## config.mk

```make
export PLATFORM = sky130hd
export DESIGN_NAME = decode_stage
export DESIGN_NICKNAME = d
export VERILOG_FILES = /design/src/rtl/decode_stage.sv
export SDC_FILE = /design/constraint.sdc
export NUM_CORES = 2
export LEC_CHECK = 0
export CAP_MARGIN = 15
export CORE_MARGIN = 4
export CORE_UTILIZATION = 48
export CTS_CLUSTER_SIZE = 40
export DETAILED_ROUTE_END_ITERATION = 8
export PLACE_DENSITY_LB_ADDON = 0.25
export SLEW_MARGIN = 40
export SYNTH_ARGS = -nofsm -noshare
export SYNTH_HDL_FRONTEND = slang
export SYNTH_SLANG_ARGS = --single-unit
```

## constraint.sdc

```tcl
create_clock -name CLK -period 3.8 [get_ports CLK]
set_clock_uncertainty 0.2 [all_clocks]
set_input_delay 0.76 -clock CLK [delete_from_list [all_inputs] [get_ports CLK]]
set_output_delay 0.76 -clock CLK [all_outputs]
set_load 0.005 [all_outputs]
```

## src/rtl/decode_stage.sv

```systemverilog
// Instruction-decode stage: splits a MIPS-32 word, reads rs/rt from a 32x32
// register file with write-back bypass, and holds decoded operands for the ALU.
module decode_stage (
    input  logic        CLK,
    input  logic        RST_N,
    input  logic [31:0] INSTR,
    input  logic        INSTR_VALID,
    output logic        IN_READY,
    input  logic        WB_EN,
    input  logic [4:0]  WB_ADDR,
    input  logic [31:0] WB_DATA,
    input  logic        FLUSH,
    output logic        OUT_VALID,
    input  logic        OUT_READY,
    output logic [5:0]  OPCODE,
    output logic [31:0] RS_VAL,
    output logic [31:0] RT_VAL,
    output logic [4:0]  SHAMT,
    output logic [5:0]  FUNC,
    output logic [15:0] RAW_VAL,
    output logic [4:0]  RD_ADDR
);

    // Handshake: a transfer happens on an edge where INSTR_VALID && IN_READY.
    // IN_READY = !OUT_VALID || OUT_READY, so a consumed slot refills without a bubble.

    logic [31:0] rf [32];
    logic [4:0]  held_rs;
    logic [4:0]  held_rt;

    logic [5:0]  f_opcode;
    logic [4:0]  f_rs;
    logic [4:0]  f_rt;
    logic [4:0]  f_rd;
    logic [4:0]  f_shamt;
    logic [5:0]  f_func;
    logic [15:0] f_imm;
    logic [31:0] rs_rd;
    logic [31:0] rt_rd;
    logic        wb_live;
    logic        accept;

    assign f_opcode = INSTR[31:26];
    assign f_rs     = INSTR[25:21];
    assign f_rt     = INSTR[20:16];
    assign f_rd     = INSTR[15:11];
    assign f_shamt  = INSTR[10:6];
    assign f_func   = INSTR[5:0];
    assign f_imm    = INSTR[15:0];

    assign wb_live  = WB_EN && (WB_ADDR != 5'd0);
    assign IN_READY = !OUT_VALID || OUT_READY;
    assign accept   = INSTR_VALID && IN_READY;

    // R0 reads as zero; a same-edge write-back wins over the stale array entry.
    always_comb begin
        rs_rd = rf[f_rs];
        rt_rd = rf[f_rt];
        if (f_rs == 5'd0)
            rs_rd = '0;
        else if (wb_live && WB_ADDR == f_rs)
            rs_rd = WB_DATA;
        if (f_rt == 5'd0)
            rt_rd = '0;
        else if (wb_live && WB_ADDR == f_rt)
            rt_rd = WB_DATA;
    end

    always_ff @(posedge CLK or negedge RST_N) begin
        if (!RST_N) begin
            for (int i = 0; i < 32; i++)
                rf[i] <= '0;
        end else if (wb_live) begin
            rf[WB_ADDR] <= WB_DATA;
        end
    end

    always_ff @(posedge CLK or negedge RST_N) begin
        if (!RST_N) begin
            OUT_VALID <= 1'b0;
            OPCODE    <= '0;
            RS_VAL    <= '0;
            RT_VAL    <= '0;
            SHAMT     <= '0;
            FUNC      <= '0;
            RAW_VAL   <= '0;
            RD_ADDR   <= '0;
            held_rs   <= '0;
            held_rt   <= '0;
        end else if (FLUSH) begin
            OUT_VALID <= 1'b0;
        end else if (accept) begin
            OUT_VALID <= 1'b1;
            OPCODE    <= f_opcode;
            RS_VAL    <= rs_rd;
            RT_VAL    <= rt_rd;
            SHAMT     <= f_shamt;
            FUNC      <= f_func;
            RAW_VAL   <= f_imm;
            RD_ADDR   <= (f_opcode == 6'd0) ? f_rd : f_rt;
            held_rs   <= f_rs;
            held_rt   <= f_rt;
        end else if (OUT_READY) begin
            OUT_VALID <= 1'b0;
        end else if (OUT_VALID) begin
            // Stalled: keep held operands coherent with write-backs landing now.
            if (wb_live && WB_ADDR == held_rs)
                RS_VAL <= WB_DATA;
            if (wb_live && WB_ADDR == held_rt)
                RT_VAL <= WB_DATA;
        end
    end

endmodule

```

==> results.sh <==
export IMPL_num_fill_cells=9759
export IMPL_fp_row_count=127
export IMPL_synth_seq_cells=1126
export IMPL_end_kind="primary output"
export IMPL_yosys_top_cells_area="dfrtp_1, mux4_2, mux2_2"
export IMPL_mostFrequentLayoutCells="dfrtp_1, mux2_2, mux4_2, nand2_1, o21ai_0"
export IMPL_crit_start="OUT_VALID$_DFFE_PN0P_"
export IMPL_ioPinCount=179
export IMPL_dr_wl_met3_um=20700
export IMPL_coreArea_um2=120000
export IMPL_worstMarginPinSlew_ps=930
export IMPL_syn_area_um2=58200
export IMPL_die_h_um=356
export IMPL_rsz0062_at_grt="no"
export IMPL_cp_start_kind="flip-flop"
export IMPL_wl_per_cell_um=32.6
export IMPL_hold_viol_final=0
export IMPL_clkSinkCount=1126
export IMPL_viasPerCell=6.72
export IMPL_cts_tree="done"
export IMPL_initial_utilization=0.484
export IMPL_peakVddDrop_mv=0.414
export IMPL_syn_to_final_growth_pct=15.7
export IMPL_period_minus_slack_ps=3710
export IMPL_synth_edf_count=0
export IMPL_setup_tns_ps=0
export IMPL_drc_errors=0
export IMPL_top_layer="met5"
export IMPL_htreeDepth=3
export IMPL_p_total_uw=36100
export IMPL_portBuffers=178
export IMPL_grt_max_degree=121
export IMPL_r2r_start="OUT_VALID$_DFFE_PN0P_"
export IMPL_grt_pass1_vias=41000
export IMPL_grt_overflow=0
export IMPL_path_clk_slew_ps=60
export IMPL_synth_cell_type_count=63
export IMPL_die_area_um2=127000
export IMPL_status="completed"
export IMPL_layout_commonest_cell="dfrtp_1"
export IMPL_power_density_nw_per_um2=536
export IMPL_fp_dieW_um=356
export IMPL_numCtsBuffers=119
export IMPL_postCtsSetupBuffers=0
export IMPL_min_from="rf[1009]$_DFFE_PN0P_"
export IMPL_wl_um=197000
export IMPL_drt_iter0_markers=5196
export IMPL_grt_usage=0.310
export IMPL_max_slew_margin=0.380
export IMPL_cap_violations=0
export IMPL_antenna_found_initial=7
export IMPL_avgSynthCellArea_um2=13.8
export IMPL_ys_flop_type="dfrtp_1"
export IMPL_cp_data_arrival_time_ps=2750
export IMPL_insertion_delay_ps=730
export IMPL_antenna_left=0
export IMPL_final_nets=4387
export IMPL_place_hpwl_um=123000
export IMPL_multi_input_area_um2=28100
export IMPL_leakage_uw=0.0290
export IMPL_gp_congestion=0.892
export IMPL_vias=40500
export IMPL_yosysTopAreaCell="dfrtp_1"
export IMPL_wl_met1_um=79800
export IMPL_fmax_mhz=269
export IMPL_final_layout_size_suffix_gt1_frac=0.413
export IMPL_grt_pass1_wl_um=289000
export IMPL_drv_slew=0
export IMPL_met2_length_um=87200
export IMPL_dr_pass1_iters=7
export IMPL_yosysWarnings=0
export IMPL_regArea_um2=28200
export IMPL_cts_root_buffer="clkbuf_16"
export IMPL_yosys_area_top_type_share=0.484
export IMPL_max_clock_path_buffers=3
export IMPL_hp_class="reg2reg"
export IMPL_critical_path_max_fanout=6
export IMPL_finalSetupViolCount=0
export IMPL_synth_seq_area_share=0.484
export IMPL_period_share=0.977
export IMPL_syn_num_nets=4305
export IMPL_synthArstFlopShare=1.00
export IMPL_synthCells=4230
export IMPL_cp_required_ps=2840
export IMPL_path_class="reg2out"
==> layout make-up <==
type / instances / area share
clock buffer: 170 / 0.0519
multi-input combinational: 2607 / 0.417
tap: 1612 / 0.0300
clock inverter: 54 / 0.0121
inverter: 35 / 0.00195
sequential: 1126 / 0.419
timing repair buffer: 423 / 0.0686
antenna: 4 / 0.000149
==> worst max-delay path: stages, from the launching register on <==
cell and delay [ps]:
dfrtp_1 520, and2b_1 430, clkinv_1 380, clkdlybuf4s50_1 690
==> report_power, final <==
group / total, uW / internal [uW] / switching, uW
sequential: 16100 / 14200 / 1880
combinational: 7200 / 4160 / 3040
clock: 12800 / 7620 / 5140
==> cell usage after synthesis (all sizes together) (3+ instances only) <==
cell,count
a31o,4
a22o,11
inv,32
and2,4
dfrtp,1126
mux2i,168
a311oi,16
xnor2,11
xor2,9
a31oi,49
a22oi,174
nor2b,4
nor3b,4
o21ai,203
nor3,31
a32oi,7
a211oi,3
o31ai,12
mux2,843
nor2,38
nand2,363
o21a,11
mux4,454
a221o,11
nand2b,4
or3b,3
nand3,5
o211ai,3
a21oi,51
nand3b,6
nand4,3
clkinv,3
clkbuf,273
buf,189
o22ai,59
o221ai,25
==> layer usage <==
metal | up-vias | track usage
li1 | 16300 | -
met1 | 21500 | 0.438
met2 | 2322 | 0.460
met3 | 482 | 0.0806
met4 | 4 | 0.130
met5 | - | 0
==> cells by family (layout without fill, tap and decap cells) <==
kind of cell | count (synthesis) | count (layout) | synth area share
multiplexers | 1465 | 1465 | 0.368
XOR/XNOR | 20 | 20 | 0.00301
buffers and inverters | 497 | 682 | 0.0376
AND/OR/NAND/NOR | 475 | 475 | 0.0346
other | 0 | 4 | 0
flip-flops | 1126 | 1126 | 0.484
AO/OA/AOI/OAI | 647 | 647 | 0.0726
==> sequential cells by signal (all words and copies together), names as in the netlist, 6 cells and up <==
register / cells
rf: 1024
RS_VAL: 32
RAW_VAL: 7
OPCODE: 6
RT_VAL: 32
==> per-stage QoR <==
stage	instances	setup WS (ps)	utilization	hold slack [ps]	area, um2
6_report	6031	89.0	0.560	199	67300
5_1_grt	6028	43.9	0.560	209	67300
4_1_cts	6027	117	0.560	200	67300
3_5_place_dp	5802	81.4	0.524	186	63000
3_3_place_gp	5802	138	0.525	182	63000
2_1_floorplan	4230	1090	-	241	58200
==> repair_timing <==
item / 4_1_cts / 5_1_grt
endpoints found under the hold margin: 30 / 0
hold buffers: 1 / 0
resized for setup: 0 / 0
==> worst paths after layout <==
kind | to | slack, ps | depth (start not counted)
setup / recovery | IN_READY | 90 | 3
hold / removal | rf[1009]$_DFFE_PN0P_ | 200 | 0
setup reg to reg | RT_VAL[10]$_DFFE_PN0P_ | 770 | 7
hold reg to reg | rf[1009]$_DFFE_PN0P_ | 200 | 0
max in group asynchronous | rf[89]$_DFFE_PN0P_ | 1810 | 3
min in group asynchronous | rf[92]$_DFFE_PN0P_ | 430 | 2
Note: power is estimated with default switching activity, not from simulation.
